==> config.mk <==
export PLATFORM = sky130hd
export DESIGN_NAME = alu_result_collector
export DESIGN_NICKNAME = d
export VERILOG_FILES = /design/src/rtl/alu_result_collector.sv
export SDC_FILE = /design/constraint.sdc
export NUM_CORES = 1
export LEC_CHECK = 0
export CORE_MARGIN = 1
export CORE_UTILIZATION = 32
export CTS_CLUSTER_DIAMETER = 200
export DETAILED_ROUTE_END_ITERATION = 10
export SETUP_SLACK_MARGIN = 0.5
export SLEW_MARGIN = 5
export SYNTH_ARGS = -nofsm -noshare
export SYNTH_HDL_FRONTEND = slang
export SYNTH_SLANG_ARGS = --single-unit
==> constraint.sdc <==
create_clock -name CLK -period 4 [get_ports CLK]
set_input_delay 0.8 -clock CLK [delete_from_list [all_inputs] [get_ports CLK]]
set_output_delay 0.8 -clock CLK [all_outputs]
set_load 0.02 [all_outputs]
==> src/rtl/alu_result_collector.sv <==
// alu_result_collector
//   Collects the single active ALU unit result each cycle, tags it with the unit
//   ID and carry, and queues it in a first-word-fall-through FIFO drained by a
//   valid/ready consumer. Sticky OVERFLOW / MULTI_ERR flags report drops and
//   conflicting unit flags.
//   Optional build macro: RES_PARITY_EN adds a stored even-parity bit over
//   {unit, carry, data}, presented on RES_PARITY.
module alu_result_collector #(
    parameter int unsigned In_out = 16,
    parameter int unsigned PTR_W  = 3
) (
    input  logic              CLK,
    input  logic              RST,
    input  logic [In_out-1:0] Arith_OUT,
    input  logic [In_out-1:0] Logic_OUT,
    input  logic [In_out-1:0] CMP_OUT,
    input  logic [In_out-1:0] Shift_OUT,
    input  logic              Carry_OUT,
    input  logic              Arith_Flag,
    input  logic              Logic_Flag,
    input  logic              CMP_Flag,
    input  logic              Shift_Flag,
    input  logic              CLR_ERR,
    input  logic              RES_READY,
    output logic              RES_VALID,
    output logic [In_out-1:0] RES_DATA,
    output logic [1:0]        RES_UNIT,
    output logic              RES_CARRY,
    output logic [PTR_W:0]    FIFO_COUNT,
    output logic              FIFO_FULL,
    output logic              OVERFLOW,
`ifdef RES_PARITY_EN
    output logic              RES_PARITY,
`endif
    output logic              MULTI_ERR
);

    localparam int unsigned    DEPTH    = 1 << PTR_W;
    localparam logic [PTR_W:0] FULL_CNT = (PTR_W + 1)'(DEPTH);

`ifdef RES_PARITY_EN
    localparam int unsigned ENTRY_W = In_out + 4;
`else
    localparam int unsigned ENTRY_W = In_out + 3;
`endif

    typedef enum logic [1:0] {
        UNIT_ARITH = 2'd0,
        UNIT_LOGIC = 2'd1,
        UNIT_CMP   = 2'd2,
        UNIT_SHIFT = 2'd3
    } unit_e;

    // Control state
    logic [PTR_W-1:0] wr_ptr;
    logic [PTR_W-1:0] rd_ptr;
    logic [PTR_W:0]   count;
    logic             overflow_q;
    logic             multi_err_q;

    // Storage (not reset; only control state is)
    logic [ENTRY_W-1:0] mem [DEPTH];

    // Request decode
    logic [3:0]        flags;
    logic [2:0]        flag_cnt;
    logic              push_req;
    logic              multi_hit;
    unit_e             sel_unit;
    logic [In_out-1:0] sel_data;
    logic              sel_carry;
    logic [ENTRY_W-1:0] wr_entry;
    logic [ENTRY_W-1:0] rd_entry;

    // Handshake
    logic empty;
    logic full;
    logic pop_ok;
    logic push_ok;
    logic overflow_set;

    // Count active flags and pick the unit whose result gets queued
    always_comb begin
        flags     = {Shift_Flag, CMP_Flag, Logic_Flag, Arith_Flag};
        flag_cnt  = {2'b00, Arith_Flag} + {2'b00, Logic_Flag}
                  + {2'b00, CMP_Flag} + {2'b00, Shift_Flag};
        push_req  = (flag_cnt == 3'd1);
        multi_hit = (flag_cnt >= 3'd2);
        sel_unit  = UNIT_ARITH;
        sel_data  = '0;
        sel_carry = 1'b0;
        case (flags)
            4'b0001: begin
                sel_unit  = UNIT_ARITH;
                sel_data  = Arith_OUT;
                sel_carry = Carry_OUT;
            end
            4'b0010: begin
                sel_unit = UNIT_LOGIC;
                sel_data = Logic_OUT;
            end
            4'b0100: begin
                sel_unit = UNIT_CMP;
                sel_data = CMP_OUT;
            end
            4'b1000: begin
                sel_unit = UNIT_SHIFT;
                sel_data = Shift_OUT;
            end
            default: begin
                sel_unit  = UNIT_ARITH;
                sel_data  = '0;
                sel_carry = 1'b0;
            end
        endcase
    end

    // Pack the tagged entry written into the FIFO
    always_comb begin
`ifdef RES_PARITY_EN
        wr_entry = {^{sel_unit, sel_carry, sel_data}, sel_unit, sel_carry, sel_data};
`else
        wr_entry = {sel_unit, sel_carry, sel_data};
`endif
    end

    // Push/pop qualification; a full FIFO still accepts a push when it also pops
    always_comb begin
        empty        = (count == '0);
        full         = (count == FULL_CNT);
        pop_ok       = !empty && RES_READY;
        push_ok      = push_req && (!full || pop_ok);
        overflow_set = push_req && full && !pop_ok;
    end

    // Pointer and occupancy tracking; count kept separately so full/empty never alias
    always_ff @(posedge CLK or negedge RST) begin
        if (!RST) begin
            wr_ptr <= '0;
            rd_ptr <= '0;
            count  <= '0;
        end else begin
            if (push_ok) begin
                wr_ptr <= wr_ptr + 1'b1;
            end
            if (pop_ok) begin
                rd_ptr <= rd_ptr + 1'b1;
            end
            case ({push_ok, pop_ok})
                2'b10:   count <= count + 1'b1;
                2'b01:   count <= count - 1'b1;
                default: count <= count;
            endcase
        end
    end

    // Entry storage write
    always_ff @(posedge CLK) begin
        if (push_ok) begin
            mem[wr_ptr] <= wr_entry;
        end
    end

    // Sticky error flags; a set in the same cycle as CLR_ERR wins
    always_ff @(posedge CLK or negedge RST) begin
        if (!RST) begin
            overflow_q  <= 1'b0;
            multi_err_q <= 1'b0;
        end else begin
            if (overflow_set) begin
                overflow_q <= 1'b1;
            end else if (CLR_ERR) begin
                overflow_q <= 1'b0;
            end
            if (multi_hit) begin
                multi_err_q <= 1'b1;
            end else if (CLR_ERR) begin
                multi_err_q <= 1'b0;
            end
        end
    end

    // FWFT head presentation, forced to zero while empty
    always_comb begin
        rd_entry   = mem[rd_ptr];
        RES_VALID  = !empty;
        FIFO_COUNT = count;
        FIFO_FULL  = full;
        OVERFLOW   = overflow_q;
        MULTI_ERR  = multi_err_q;
        RES_DATA   = '0;
        RES_UNIT   = '0;
        RES_CARRY  = 1'b0;
`ifdef RES_PARITY_EN
        RES_PARITY = 1'b0;
`endif
        if (!empty) begin
            RES_DATA  = rd_entry[In_out-1:0];
            RES_CARRY = rd_entry[In_out];
            RES_UNIT  = rd_entry[In_out+2:In_out+1];
`ifdef RES_PARITY_EN
            RES_PARITY = rd_entry[In_out+3];
`endif
        end
    end

endmodule
==> impl_metrics.tcl, run 1 <==
set metrics [dict create \
    status "finished, final reports clean" \
    clock_sinks 164 \
    finalHoldViolCount 0 \
    critical_path.cell_chain "clkdlybuf4s50_1 -> inv_2 -> fa_1 -> inv_1 -> ha_2 -> inv_2 -> ha_4 -> or3b_4 -> a31oi_4 -> nand2_4 -> nor3_4 -> buf_12 -> clkbuf_16" \
    drtAntennaViolNets 0 \
    cp.arrival_ns 3.56 \
    fin_crit_sh_pct 85.6 \
    route.detailed.drc 0 \
    worst_setup_path_start_kind "primary input" \
    cellPowerDensity_nw_per_um2 652 \
    cts.path.max_buffers 2 \
    ys.flop_type "edfxtp_1" \
    crit_family "buffers and inverters" \
    hold_ws_ns 0.547 \
    vias 4116 \
    critPathLaunch "Logic_Flag" \
    critical_path_required_ns 4.14 \
    syn-cell-area_um2 7080 \
    hpwlAfterDp_mm 11.4 \
    io_pins 100 \
    finalNetCount 601 \
    cts_tree "built" \
    instances_no_fill 811 \
    grt_max_degree 22 \
    critPathSlowestCell "clkdlybuf4s50_1" \
    rr_worst_depth 6 \
    antenna_cells 0 \
    r2r_end "FIFO_COUNT[1]" \
    grt_pass1_wl_mm 25.4 \
    rows 54 \
    slew_headroom_pct 30.4 \
    cpPeakStageDelay_ns 0.49 \
    fin_crit_ns 3.42 \
    first_global_vias 4294 \
    clockRootBuffer "clkbuf_16" \
    cts_buffers 17 \
    crit_top_cell "inv_2" \
    synth.area.top_cells "edfxtp_1 (64%), mux4_2 (12%), dfrtp_1 (4.2%)" \
    grtUsageTotal_pct 15.8 \
    cap_viol_max_count 0 \
    yosysTopAreaCell "edfxtp_1" \
    dp.cells 775 \
    dr.pass1.iters 5 \
    drt_wl_total_mm 17.1 \
    leakagePower_nw 3.35 \
    die_h_um 151 \
    syn_nets 475 \
    gp_congestion 0.747 \
    initial_core_util_pct 32.5 \
    synth_warnings 0 \
    synth_edf_count 152 \
    fin_skew_ns 0.00580 \
    regToRegSetupSlack_ns 1.82 \
    timing.rr.start "FIFO_COUNT[1]" \
    ys_ff_latch 164 \
    portBuffers 99 \
    async_flop_share_pct 7.32 \
    syn_to_final_growth_pct 33.3 \
    syn_avg_cell_area_um2 18.1 \
    grt_setup_unrepaired "no" \
    wl_per_cell_um 21.1 \
    fin_tns_setup_ns 0 \
    crit_buf_inv 6 \
    die_area_um2 22700 \
    ys_types 40 \
    antenna_found_initial 0 \
    grt-ovfl-total 0 \
    synth_top_area_share_pct 64.5 \
    clk_latency_ns 0.42 \
    dieWidth_um 151 \
    tightest_slew_ns 1.04 \
    holdPathStages 2 \
    viasPerCell 5.08 \
    fmax_ghz 0.292 \
    core_area_um2 21800 \
    critPathCapture "mem[1][2]" \
    finalMaxSlewViolations 0 \
    crit_path_end_kind "register" \
    clk_pin_slew_ns 0.06 \
    h-tree-depth 4 \
    ir_worst_vdd_uv 371 \
    synthCells 392 \
    critPathMaxFanout 5 \
    crit_type "in -> reg" \
    worstHoldPathType "reg -> reg" \
    synth-seq-area-share_pct 68.7 \
    fill_cells 1939 \
    post-route-worst-setup-slack_ns 0.578 \
    drive_above_1_share_pct 24.1 \
    cp_num_cells 13 \
    place_ws_ns 0.0562 \
    drtIter0Drc 367 \
    setup_viol_count_final 0 \
]
logic make-up (layout without fill, tap and decap cells):
logic type               Yosys count  after routing  share of synthesized area, %
AND/OR/NAND/NOR                   56             56                          3.99
adder cells (fa/ha/maj)           10             10                          1.87
flip-flops                       164            164                          68.7
multiplexers                      63             63                          15.7
buffers and inverters             50            189                          3.16
XOR/XNOR                           7              7                         0.866
AO/OA/AOI/OAI                     42             42                          5.74
metal layers:
metal  wire length (µm)  global-route usage [%]  vias up
met1               7170                    20.3     2120
met4                209                    4.30        0
met3               1130                    4.42       20
met5                  0                       0        -
li1                   -                       -     1840
met2               8630                    26.0      136
power by group:
group / total (mW) / switching (mW) / internal (mW)
combinational: 2.20 / 1.04 / 1.16
sequential: 2.31 / 0.253 / 2.06
clock: 1.65 / 0.656 / 0.990
total: 6.15 / 1.94 / 4.21
worst min-delay path by stage:
stage	from	end	slack, ns
2_1_floorplan	RST	FIFO_COUNT[0]	0.50
3_3_place_gp	OVERFLOW	OVERFLOW	0.53
3_5_place_dp	OVERFLOW	OVERFLOW	0.52
4_1_cts	OVERFLOW	OVERFLOW	0.54
5_1_grt	OVERFLOW	OVERFLOW	0.61
6_report	OVERFLOW	OVERFLOW	0.55
final cells by class:
type	count	area [µm²]	area share, %
sequential	164	4870	51.6
multi-input combinational	178	2110	22.4
timing repair buffer	131	1400	14.8
clock buffer	18	429	4.55
tap	280	350	3.71
clock inverter	14	175	1.86
inverter	26	97.6	1.03
metrics by stage:
step	total power [mW]	instance area, µm²	util [%]
6_report	6.15	9440	43.4
5_1_grt	6.43	9440	43.4
4_1_cts	6.22	9370	43.1
3_5_place_dp	4.54	8750	40.2
3_3_place_gp	4.51	8750	40.2
2_1_floorplan	3.63	7210	-
state kept, by name (all words and copies together) (netlist names):
signal / cells
wr_ptr: 3
MULTI_ERR: 1
FIFO_COUNT: 4
OVERFLOW: 1
mem: 152
rd_ptr: 3
Yosys cell counts (3+ instances only):
| library cell | count |
|---|---|
| clkbuf_1 | 5 |
| nor3_1 | 5 |
| inv_1 | 26 |
| mux2i_1 | 23 |
| dfrtp_1 | 12 |
| nor2_1 | 26 |
| edfxtp_1 | 152 |
| xor2_1 | 3 |
| a22o_1 | 16 |
| xnor2_1 | 4 |
| nand2_1 | 6 |
| a222oi_1 | 16 |
| ha_1 | 9 |
| nand2b_1 | 3 |
| buf_2 | 14 |
| mux4_2 | 38 |
what timing repair did:
item | CTS | global route
buffers inserted | 1 | 1
endpoints found under the setup margin | 19 | 38
resized for setup | 2 | 4
hold buffers | 0 | 0
pin swaps | 0 | 1
gates cloned | 0 | 2
layout by cell type (no fill, tap or decap), types with 2 or more instances in the layout:
| cell type | n |
|---|---|
| inv_1 | 22 |
| inv_6 | 3 |
| nand2b_1 | 3 |
| nor2b_1 | 2 |
| clkdlybuf4s50_1 | 98 |
| mux2i_1 | 23 |
| xor2_1 | 3 |
| buf_4 | 18 |
| clkinv_1 | 2 |
| nor3_4 | 4 |
| clkbuf_16 | 18 |
| inv_2 | 4 |
| o221ai_1 | 2 |
| mux2_2 | 2 |
| nor2_4 | 3 |
| a22o_1 | 16 |
| bufinv_16 | 3 |
| a21oi_1 | 2 |
| a222oi_1 | 16 |
| nor2_1 | 23 |
| nand3_1 | 2 |
| ha_1 | 7 |
| xnor2_1 | 4 |
| clkinvlp_4 | 2 |
| mux4_2 | 38 |
| nand2_1 | 4 |
| and2_1 | 2 |
| nor3b_2 | 3 |
| buf_12 | 11 |
| edfxtp_1 | 152 |
| inv_8 | 2 |
| dfrtp_1 | 10 |
worst register-to-register path, stage by stage (launching register included):
cell,delay [ns]
dfrtp_1,0.53
o41ai_4,0.59
nor2_2,0.11
xor2_1,0.16
ha_1,0.32
mux2i_1,0.17
o221ai_1,0.15
Power figures use the tool's default switching activity.
==> run 2: changes to the inputs <==
--- a/config.mk
+++ b/config.mk
@@ -9,6 +9,7 @@
 export CORE_UTILIZATION = 32
 export CTS_CLUSTER_DIAMETER = 200
 export DETAILED_ROUTE_END_ITERATION = 10
+export GPL_ROUTABILITY_DRIVEN = 0
 export SETUP_SLACK_MARGIN = 0.5
 export SLEW_MARGIN = 5
 export SYNTH_ARGS = -nofsm -noshare
==> results of run 2 <==
Final layout, timing and power as in run 1 (identical DEF).
